--- config.mk ---
export PLATFORM = sky130hd
export DESIGN_NAME = clock_digits_scheduler
export DESIGN_NICKNAME = d
export VERILOG_FILES = /design/src/rtl/clock_digits_scheduler.sv
export SDC_FILE = /design/constraint.sdc
export NUM_CORES = 1
export LEC_CHECK = 0
export CAP_MARGIN = 20
export CORE_MARGIN = 2
export CORE_UTILIZATION = 36
export DETAILED_ROUTE_END_ITERATION = 16
export SLEW_MARGIN = 40
export SYNTH_ARGS = -nofsm -noshare
export SYNTH_HDL_FRONTEND = slang
export SYNTH_SLANG_ARGS = --single-unit
--- constraint.sdc ---
create_clock -name clk_i -period 3.55 [get_ports clk_i]
set_input_delay 0.5325 -clock clk_i [delete_from_list [all_inputs] [get_ports clk_i]]
set_output_delay 0.5325 -clock clk_i [all_outputs]
set_load 0.03 [all_outputs]
--- src/rtl/clock_digits_scheduler.sv ---
// Glyph scheduler for the HH:MM clock face.
// Maps each scan pixel to one of four digit slots or the colon. Drives the
// glyph number and glyph-local X/Y to the shared num_to_pix ROM, and
// re-aligns the returned ROM bit with the scan stream. Digits are latched
// once per frame so that a frame never shows two different times, and
// digits under edit blink at a frame-counted rate.
module clock_digits_scheduler #(
    parameter int PIX_X_W      = 12,
    parameter int PIX_Y_W      = 12,
    parameter int NUM_W        = 4,
    parameter int DIG_W        = 80,
    parameter int DIG_H        = 120,
    parameter int DIG_GAP      = 32,
    parameter int ORG_X        = 100,
    parameter int ORG_Y        = 180,
    parameter int COLON_SZ     = 12,
    parameter int BLINK_FRAMES = 30,
    parameter int ROM_LAT      = 1,
    parameter bit LZ_SUPPRESS  = 1'b1
) (
    input  logic               clk_i,
    input  logic               rst_i,
    input  logic               frame_start_i,
    input  logic               pix_valid_i,
    input  logic [PIX_X_W-1:0] pix_x_i,
    input  logic [PIX_Y_W-1:0] pix_y_i,
    input  logic [15:0]        time_digits_i,
    input  logic               blink_en_i,
    input  logic [3:0]         blink_mask_i,
    output logic [NUM_W-1:0]   num_o,
    output logic [PIX_X_W-1:0] pos_x_o,
    output logic [PIX_Y_W-1:0] pos_y_o,
    input  logic               pix_i,
    output logic               pix_valid_o,
    output logic               pix_on_o,
    output logic               bcd_err_o
);

    localparam int SLOT_PITCH = DIG_W + DIG_GAP;
    localparam int CNT_W      = $clog2(BLINK_FRAMES + 1);

    // Colon dots sit centred in the gap between slots 1 and 2.
    localparam int COL_X0 = ORG_X + 2 * DIG_W + DIG_GAP + (DIG_GAP - COLON_SZ) / 2;
    localparam int COL_Y0 = ORG_Y + DIG_H / 3 - COLON_SZ / 2;
    localparam int COL_Y1 = ORG_Y + (2 * DIG_H) / 3 - COLON_SZ / 2;

    localparam logic [PIX_X_W-1:0] DIG_W_X   = PIX_X_W'(DIG_W);
    localparam logic [PIX_Y_W-1:0] DIG_H_Y   = PIX_Y_W'(DIG_H);
    localparam logic [PIX_Y_W-1:0] ORG_Y_Y   = PIX_Y_W'(ORG_Y);
    localparam logic [PIX_X_W-1:0] COL_X0_X  = PIX_X_W'(COL_X0);
    localparam logic [PIX_Y_W-1:0] COL_Y0_Y  = PIX_Y_W'(COL_Y0);
    localparam logic [PIX_Y_W-1:0] COL_Y1_Y  = PIX_Y_W'(COL_Y1);
    localparam logic [PIX_X_W-1:0] COL_SZ_X  = PIX_X_W'(COLON_SZ);
    localparam logic [PIX_Y_W-1:0] COL_SZ_Y  = PIX_Y_W'(COLON_SZ);
    localparam logic [CNT_W-1:0]   CNT_LAST  = CNT_W'(BLINK_FRAMES - 1);

    // Per-pixel flags that travel alongside the ROM access.
    typedef struct packed {
        logic             valid;
        logic             hit;
        logic             colon;
        logic             vis;
        logic [NUM_W-1:0] num;
    } pipe_t;

    logic [15:0]      shadow;
    logic [CNT_W-1:0] blink_cnt;
    logic             blink_phase;

    logic [PIX_Y_W-1:0] dy;
    logic               y_in;
    logic [3:0]         slot_hit;
    logic [3:0]         slot_vis;
    logic [3:0][PIX_X_W-1:0] slot_px;
    logic [3:0][NUM_W-1:0]   slot_num;

    logic [PIX_X_W-1:0] colon_dx;
    logic [PIX_Y_W-1:0] colon_dy0;
    logic [PIX_Y_W-1:0] colon_dy1;
    logic               colon_hit;

    pipe_t              s1_d;
    pipe_t              s1_q;
    pipe_t [ROM_LAT-1:0] dly_q;
    pipe_t              out_st;

    // Unsigned wrap makes "x - origin < width" a complete range test.
    assign dy   = pix_y_i - ORG_Y_Y;
    assign y_in = dy < DIG_H_Y;

    for (genvar k = 0; k < 4; k++) begin : g_slot
        localparam logic [PIX_X_W-1:0] X0 = PIX_X_W'(ORG_X + k * SLOT_PITCH);
        logic [3:0]         digit;
        logic [PIX_X_W-1:0] dx;

        // Screen slot 0 (leftmost, hours tens) holds the top nibble.
        assign digit       = shadow[15-4*k -: 4];
        assign dx          = pix_x_i - X0;
        assign slot_hit[k] = pix_valid_i && (dx < DIG_W_X) && y_in;
        assign slot_vis[k] = (digit <= 4'd9)
                           && !(blink_en_i && blink_phase && blink_mask_i[k])
                           && !(LZ_SUPPRESS && (k == 0) && (digit == 4'd0));
        assign slot_px[k]  = slot_hit[k] ? dx : '0;
        assign slot_num[k] = slot_hit[k] ? NUM_W'(digit) : '0;
    end

    assign colon_dx  = pix_x_i - COL_X0_X;
    assign colon_dy0 = pix_y_i - COL_Y0_Y;
    assign colon_dy1 = pix_y_i - COL_Y1_Y;
    assign colon_hit = pix_valid_i && (colon_dx < COL_SZ_X)
                     && ((colon_dy0 < COL_SZ_Y) || (colon_dy1 < COL_SZ_Y));

    // Slots are disjoint, so at most one term of each OR is non-zero.
    assign s1_d = '{
        valid: pix_valid_i,
        hit:   |slot_hit,
        colon: colon_hit,
        vis:   |(slot_hit & slot_vis),
        num:   slot_num[0] | slot_num[1] | slot_num[2] | slot_num[3]
    };

    // Frame-synchronous digit latch and BCD validity flag.
    always_ff @(posedge clk_i or negedge rst_i) begin
        // NOTE: sequential state always uses non-blocking assignments so every
        // register samples the pre-edge values, independent of block order.
        if (!rst_i) begin
            shadow    <= '0;
            bcd_err_o <= 1'b0;
        end else if (frame_start_i) begin
            shadow    <= time_digits_i;
            bcd_err_o <= (time_digits_i[15:12] > 4'd9) || (time_digits_i[11:8] > 4'd9)
                      || (time_digits_i[7:4]   > 4'd9) || (time_digits_i[3:0]  > 4'd9);
        end
    end

    // Blink half-period counter; leaving edit mode restarts from visible.
    always_ff @(posedge clk_i or negedge rst_i) begin
        if (!rst_i) begin
            blink_cnt   <= '0;
            blink_phase <= 1'b0;
        end else if (!blink_en_i) begin
            blink_cnt   <= '0;
            blink_phase <= 1'b0;
        end else if (frame_start_i) begin
            if (blink_cnt == CNT_LAST) begin
                blink_cnt   <= '0;
                blink_phase <= ~blink_phase;
            end else begin
                blink_cnt <= blink_cnt + CNT_W'(1);
            end
        end
    end

    // S1: ROM address and pixel flags.
    always_ff @(posedge clk_i or negedge rst_i) begin
        // NOTE: every pipeline flag is reset so pixels in flight are dropped.
        if (!rst_i) begin
            pos_x_o <= '0;
            pos_y_o <= '0;
            s1_q    <= '0;
        end else begin
            pos_x_o <= slot_px[0] | slot_px[1] | slot_px[2] | slot_px[3];
            pos_y_o <= (|slot_hit) ? dy : '0;
            s1_q    <= s1_d;
        end
    end

    // Delay line matching the ROM read latency.
    if (ROM_LAT == 1) begin : g_lat1
        always_ff @(posedge clk_i or negedge rst_i) begin
            if (!rst_i) dly_q <= '0;
            else        dly_q <= s1_q;
        end
    end else begin : g_latn
        always_ff @(posedge clk_i or negedge rst_i) begin
            if (!rst_i) dly_q <= '0;
            else        dly_q <= {dly_q[ROM_LAT-2:0], s1_q};
        end
    end

    assign out_st = dly_q[ROM_LAT-1];
    // The ROM output mux selects the glyph whose address produced pix_i.
    assign num_o  = out_st.num;

    // S2: combine the ROM bit with visibility; the colon ignores the ROM.
    always_ff @(posedge clk_i or negedge rst_i) begin
        if (!rst_i) begin
            pix_valid_o <= 1'b0;
            pix_on_o    <= 1'b0;
        end else begin
            pix_valid_o <= out_st.valid;
            pix_on_o    <= out_st.valid
                        && ((out_st.hit && out_st.vis && pix_i) || out_st.colon);
        end
    end

endmodule

# --- Yosys cells after proc, flatten, opt, wreduce, memory -nomap -nowiden ---
# Cells that the tools add are included.
totals:
  ff_bits: 65
  elab_cells: 106
  memories: 0
  ramBits: 0
  input_bits: 50
  latchBits: 0
  romBits: 0
classes:
  mux: 15
  n_div: 0
  multipliers: 0
  n_lt_le_gt_ge: 16
  n_bitwise: 8
  n_eq_ne: 3
  n_addsub: 9
  reduce_logical: 37
  shift: 0
ops:
  columns: ["op", "n"]
  rows:
  - ["12-bit by 7-bit less-than comparator with 1-bit output (second input constant)", 5]
  - ["12-bit two-way mux", 5]
  - ["12-bit by 8-bit subtractor with 12-bit output (second input constant)", 4]
  - ["12-bit by 4-bit less-than comparator with 1-bit output (second input constant)", 3]
  - ["12-bit OR", 3]
  - ["12-bit by 9-bit subtractor with 12-bit output (second input constant)", 3]
  - ["1-bit logical AND", 23]
  - ["4-bit > comparator (second input constant)", 4]
  - ["4-bit <= comparator (second input constant)", 4]
  - ["4-bit two-way mux", 4]
  - ["5-bit two-way mux", 3]
  - ["4-bit OR", 3]
  - ["12-bit by 7-bit subtractor with 12-bit output (second input constant)", 1]
  - ["4-bit OR reduction", 2]
  - ["5-bit by 1-bit adder with 5-bit output (second input constant)", 1]
  - ["5-bit equality test (second input constant)", 1]
  - ["1-bit logical NOT", 5]
  - ["1-bit logical OR", 5]
  - ["4-bit bitwise AND", 1]
  - ["4-bit logical NOT", 1]
  - ["1-bit two-way mux", 3]
  - ["2-bit by 1-bit inequality test with 1-bit output (second input constant)", 1]
  - ["2-bit inequality test (second input constant)", 1]
  - ["2-bit AND reduction", 1]
  - ["1-bit NOT", 1]

# --- Logic depth before layout (Yosys ltp) ---
# Gate-level depths: netlist of the first run.
logic_depth:
  depth_word: 8
  depth_mapped: 12

# --- Least setup slack after synthesis of the first run ---
# Ideal clock, no wire load.
synth_timing:
  kind: "input to register"
  from: "input pix_x_i[3]"
  to: "register pos_x_o[6]"
  arrival_time_ps: 2876
  required_ps: 3446
  setup_time_ps: 104
  slack_ps: 570
  stages: 11
  path_buffers: 2
  cell_sequence: "buf_1 > inv_1 > ha_1 > nor3b_1 > or3b_2 > o41ai_1 > o211ai_1 > nor3_4 > buf_4 > a31oi_1 > o41ai_2"
synth_via:
  elab_chain_cells: 8
  elab_cells_between_ends: 23
synth_lines:
  columns: ["element", "line_no", "text"]
  rows:
  - ["from (decl)", "25", "input logic [PIX_X_W-1:0] pix_x_i,"]
  - ["12-bit by 7-bit subtractor with 12-bit output or 12-bit by 8-bit subtractor with 12-bit output (tied branches)", "98", "assign dx = pix_x_i - X0;"]
  - ["12-bit by 7-bit less-than comparator with 1-bit output", "99", "assign slot_hit[k] = pix_valid_i && (dx < DIG_W_X) && y_in;"]
  - ["1-bit logical AND (2 in a row)", "99", null]
  - ["12-bit two-way mux", "103", "assign slot_px[k] = slot_hit[k] ? dx : '0;"]
  - ["12-bit OR (2 in a row)", "162", "pos_x_o <= slot_px[0] | slot_px[1] | slot_px[2] | slot_px[3];"]
  - ["12-bit OR *", "162", null]
  - ["to (signal assigned)", "162", null]
  - ["to (decl)", "31", "output logic [PIX_X_W-1:0] pos_x_o,"]
# Mark *: on every way between the ends. The rest lies on a longest branch, timed or not.
# A chain may end at the register's enable or synchronous reset.

# --- Worst setup path after layout of the first run ---
layout_timing:
  from: "input pix_x_i[2]"
  to: "register pos_x_o[6]"
# Same word-level chain as after synthesis.

==> flow_summary.toml, run 1 <==
[routing]
vias = 3428
wl_per_cell_um = 15.46
vias_per_cell = 5.340
antenna_left = 0
drtIter0Drc = 289
first_pass_iters = 5
wl_mm = 9.926
post-route-drc-count = 0

[sta]
finClkSkew_ps = 8.203
setup_tns_ps = 0
finalHoldViolations = 0
whs_ps = 209.9
tightest_slew_ps = 705.1
max_slew_margin_pct = 52.64
finalSetupViolations = 0
drv_slew = 0
rsz0062_at_grt = "no"
period_share_pct = 88.79
period_needed_ps = 3152
fmax_mhz = 317.2

[worst_hold_path]
min_path_type = "in2async"

[global_routing]
grtUsageTotal_pct = 18.32
use_met1_pct = 24.48
met2_usage_pct = 29.67
grt_pass1_vias = 3401
grt-busiest-layer = "met2"
grt_max_degree = 51
grt.overflow.total = 0
met3_usage_pct = 3.433
grt_pass1_wl_mm = 16.48
antenna_found_initial = 0

[cells_and_area]
area_growth_pct = 36.12
fin_util_pct = 50.01
fin_cells = 642
antenna_cells = 0
nets = 562
drive_gt1_share_pct = 17.00
fillers = 956

[die]
core_um2 = 10230
die_h_um = 106.2
die_w_um = 106.2
die-area_um2 = 11270
io_pins = 81
rows = 37
initial_core_util_pct = 36.74

[worst_setup_path]
crit_arrival_ps = 3390
crit_type = "in2reg"
endpoint_kind = "flop"
crit_fanout = 10
rr_startpoint = "blink_cnt[1]"
r2r_slack_ps = 2070
cp.required_ps = 3780
cp-startpoint = "pix_x_i[2]"
worstSetupStartpointType = "input port"

[synthesis]
synth-adder-area-share_pct = 3.329
synth_top_family_by_area = "simple AND/OR/NAND/NOR gates"
synthCells = 393
ys_ff_latch = 65
ys_top_cells_by_count = "65 x dfrtp_1, 28 x o21ai_0, 26 x nor2_1, 25 x nand2_1, 18 x nand3_1"
synth.area.mux_share_pct = 5.326
synth_largest_area_cell = "dfrtp_1"
synthDistinctLibCells = 70
synth_warnings = 0
synth_edf_count = 0
yosys.area_share.simple_pct = 20.24
ys.flop_type = "dfrtp_1"
synth_area_um2 = 3759
syn_avg_cell_area_um2 = 9.564
synth_compound_area_share_pct = 20.21
synth_most_common_cell = "dfrtp_1"
synthArstFlopShare_pct = 100.0
ys_top_cells_by_area = "dfrtp_1 43%, mux2_2 4.8%, o21ai_0 3.7%, ha_1 3.3%, nor2_1 2.6%"
ys_seq_area_share_pct = 43.28
synth_top_area_share_pct = 43.28
synth-xor-area-share_pct = 2.330

[cts]
post_cts_buffers = 0
ctsLongestPathBuffers = 2
cts_sinks = 65
root_buffer = "clkbuf_8"
cts_inserted_buffers = 9
path_clk_slew_ps = 70
cts_tree = "yes"
worstSkewPairLatency_ps = 340
htree_levels = 3
cts_resized = 0
postCtsHoldBufs = 0

[status]
status = "finished, final reports clean"

[placement]
place.gp.congestion = 0.9153
dp_cells = 627
place_hpwl_mm = 7.480
io_buffers = 80

[pwr]
ir_drop_uv = 148.5
power_density_nw_per_um2 = 339.3
leakagePower_nw = 2.199

[job]
drv.max_cap_violation_count = 0
==> where the power goes <==
group	total (mW)	switching [mW]	leakage (nW)	internal [mW]
Sequential	0.791	0.0195	0.834	0.772
Clock	0.605	0.268	0.0981	0.338
Combinational	0.339	0.176	1.27	0.162
Total	1.74	0.464	2.20	1.27
==> worst paths after layout <==
kind,to,cells after the start
setup / recovery,pos_x_o[6],11
hold / removal,blink_cnt[2],1
setup reg to reg,blink_cnt[2],7
hold reg to reg,num_o[3],0
max in group asynchronous,num_o[1],2
min in group clk_i,num_o[3],0
==> layer usage <==
layer | vias to the layer above | part of all wire [%]
met5 | - | 0
met4 | 0 | 1.9
met3 | 17 | 6.9
met2 | 139 | 48
met1 | 1625 | 43
li1 | 1647 | -
==> area by class of cell <==
type | instances | area [um2] | share of cell area (%)
inverter | 15 | 56.30 | 1.101
clock inverter | 5 | 56.30 | 1.101
tap | 136 | 170.2 | 3.326
sequential | 65 | 1627 | 31.79
multi-input combinational | 293 | 1986 | 38.81
clock buffer | 10 | 137.6 | 2.690
timing repair buffer | 118 | 1084 | 21.18
==> cells in the final DEF, fill, tap and decap left out, types with 4 or more instances in the layout <==
cell	n
nand3_1	18
o211ai_1	7
a22oi_1	9
conb_1	10
xor2_1	7
nor2_1	26
o21ai_0	28
a31oi_1	5
nor3b_1	5
a21oi_1	16
nor3_1	11
clkdlybuf4s50_1	79
nand2_1	25
mux2_2	16
ha_1	10
nor2b_1	8
dfrtp_1	65
buf_4	39
inv_1	15
clkbuf_8	10
nor4_1	4
==> cells by family after synthesis <==
family,count (synthesis)
flip-flops,65
AO/OA/AOI/OAI,110
buffers and inverters,44
adder cells (fa/ha/maj),10
XOR/XNOR,10
multiplexers,18
other,1
AND/OR/NAND/NOR,135
==> critical path: stages <==
cell and delay, ps:
clkdlybuf4s50_1 500, inv_1 80, ha_1 240, nor3b_1 170, or3b_2 460, o41ai_1 300
o211ai_1 210, nor3_4 240, buf_4 230, a211oi_1 80, o41ai_2 330
==> per-stage QoR <==
| step | area, um2 | power [mW] | worst slack, ps |
|---|---|---|---|
| floorplan | 3792 | 0.9775 | 570.4 |
| global placement | 4911 | 1.139 | 8.395 |
| detailed placement | 4922 | 1.143 | 67.01 |
| CTS | 5116 | 1.756 | 411.9 |
| global route | 5116 | 1.831 | 198.8 |
| finish | 5116 | 1.736 | 397.9 |
==> registers in the layout, indices dropped and copies added, names as in the netlist <==
name	count
pos_y_o	12
pix_valid_o	1
pos_x_o	12
blink_cnt	5
num_o	4
bcd_err_o	1
blink_phase	1
dly_q	4
shadow	16
pix_on_o	1
s1_q	8
Note: power is estimated with default switching activity, not from simulation.
==> run 2, diff against run 1 <==
--- a/config.mk
+++ b/config.mk
@@ -9,6 +9,7 @@
 export CORE_MARGIN = 2
 export CORE_UTILIZATION = 36
 export DETAILED_ROUTE_END_ITERATION = 16
+export GPL_TIMING_DRIVEN = 0
 export SLEW_MARGIN = 40
 export SYNTH_ARGS = -nofsm -noshare
 export SYNTH_HDL_FRONTEND = slang
==> run 2 against run 1 <==
Net effect:
- clock-buffer cell count decreased by 1
- critical path type unchanged
- utilization decreased by 0.98 points
- largest cell class unchanged
- clock skew decreased by 0.81 ps
==> flow_summary.toml, run 2 (synthesized netlist as in run 1, its figures left out) <==
[status]
status = "finished, final reports clean"

[sta]
fmax_mhz = 299.5
drv_slew = 0
finalHoldViolations = 0
tightest_slew_ps = 743.1
finalSetupViolations = 0
period_share_pct = 94.05
rsz0062_at_grt = "no"
finClkSkew_ps = 7.397
max_slew_margin_pct = 50.24
setup_ws_ps = 211.3
period_needed_ps = 3339
setup_tns_ps = 0

[cts]
root_buffer = "clkbuf_8"
postCtsHoldBufs = 0
ctsLongestPathBuffers = 2
cts_inserted_buffers = 9
cts_tree = "yes"
htree_levels = 3
worstSkewPairLatency_ps = 340
path_clk_slew_ps = 70
cts_sinks = 65

[placement]
place.gp.congestion = 0.8535
place_hpwl_mm = 7.404
placed_area_um2 = 4745
io_buffers = 75
place_ws_ps = -690.2

[routing]
antenna_left = 0
drtIter0Drc = 210
first_pass_iters = 4
vias_per_cell = 5.375
wl_per_cell_um = 15.80
wl_mm = 9.985
vias = 3397
post-route-drc-count = 0

[die]
die_h_um = 106.2
initial_core_util_pct = 36.74
die_w_um = 106.2
core_um2 = 10230
die-area_um2 = 11270
rows = 37
io_pins = 81

[cells_and_area]
fin_util_pct = 49.03
reg_top3 = "shadow x16, pos_x_o x12, pos_y_o x12"
top_register = "shadow"
area_growth_pct = 33.46
antenna_cells = 0
largest_register_ffs = 16
drive_gt1_share_pct = 13.71
nets = 551
layout_common_cells = "73 x clkdlybuf4s50_1, 65 x dfrtp_1, 28 x o21ai_0"
final_area_um2 = 5016
final_common_cell = "clkdlybuf4s50_1"

[pwr]
clkPwrFrac_pct = 37.7
p_seq_share_pct = 44.4
p_int_mw = 1.309
ir_drop_uv = 193.4
p_total_mw = 1.786
leakagePower_nw = 2.137
power_density_nw_per_um2 = 356.1
pwr-share-comb_pct = 17.9
swShare_pct = 26.71
p_sw_mw = 0.4771

[worst_setup_path]
r2r_slack_ps = 2010
endpoint_kind = "flop"
worstSetupStartpointType = "input port"
r2r_end = "blink_cnt[2]"
crit_type = "in2reg"
cp.required_ps = 3780
crit_fanout = 10
rr_startpoint = "blink_cnt[1]"
crit_arrival_ps = 3570
rr_worst_depth = 7

[worst_hold_path]
min_path_type = "in2async"

[global_routing]
grt_pass1_wl_mm = 16.36
grt.overflow.total = 0
grt_max_degree = 43
antenna_found_initial = 0
grtUsageTotal_pct = 18.33
grt_pass1_vias = 3264

[job]
drv.max_cap_violation_count = 0
run 2: worst max-delay path by stage:
stage | start | end | slack, ps | depth (start not counted)
finish | pix_x_i[2] | pos_x_o[6] | 210 | 12
global route | pix_x_i[2] | pos_x_o[6] | 10 | 12
CTS | pix_x_i[3] | pos_x_o[6] | 4 | 12
detailed placement | pix_x_i[3] | pos_x_o[6] | -690 | 12
global placement | pix_x_i[3] | pos_y_o[1] | -850 | 12
floorplan | pix_x_i[3] | pos_x_o[6] | 570 | 11
run 2: what timing repair did:
item / in CTS / in global routing
pin swaps: 1 / 2
setup endpoints to repair: 19 / 19
resized for setup: 5 / 8
buffers inserted: 0 / 2
run 2: cell type report:
class | instances | area [um2]
Buffer | 29 | 151.4
Inverter | 15 | 56.30
Sequential cell | 65 | 1627
Multi-Input combinational cell | 293 | 2007
Timing Repair Buffer | 78 | 785.8
Tap cell | 136 | 170.2
Fill cell | 998 | 5215
Clock buffer | 9 | 123.9
Clock inverter | 7 | 95.09
run 2: through the flow:
stage	hold WS, ps	instances
floorplan	236.9	402
global placement	332.7	613
detailed placement	335.6	614
CTS	80.59	630
global route	87.07	632
finish	78.08	632
run 2: critical path, cell delays in order:
cell,delay (ps)
clkdlybuf4s50_1,530
buf_4,200
inv_1,90
ha_2,250
nor3b_1,180
or3b_2,490
o41ai_2,210
o211ai_1,230
nor3_4,260
buf_6,180
a31oi_1,100
o41ai_2,320
run 2: power by group through the flow:
stage / combinational (mW) / clock, mW / sequential [mW]
5_1_grt: 0.351 / 0.734 / 0.796
6_report: 0.320 / 0.674 / 0.792
2_1_floorplan: 0.158 / 0 / 0.819
3_3_place_gp: 0.307 / 0 / 0.805
4_1_cts: 0.318 / 0.697 / 0.792
3_5_place_dp: 0.314 / 0 / 0.806
run 2: metal layers:
metal / vias to the layer above / track usage [%] / wire length (um)
met4: 0 / 6.861 / 227
met5: - / 0 / 0
met2: 121 / 29.95 / 4737
li1: 1634 / - / -
met3: 22 / 2.943 / 543
met1: 1620 / 24.47 / 4477
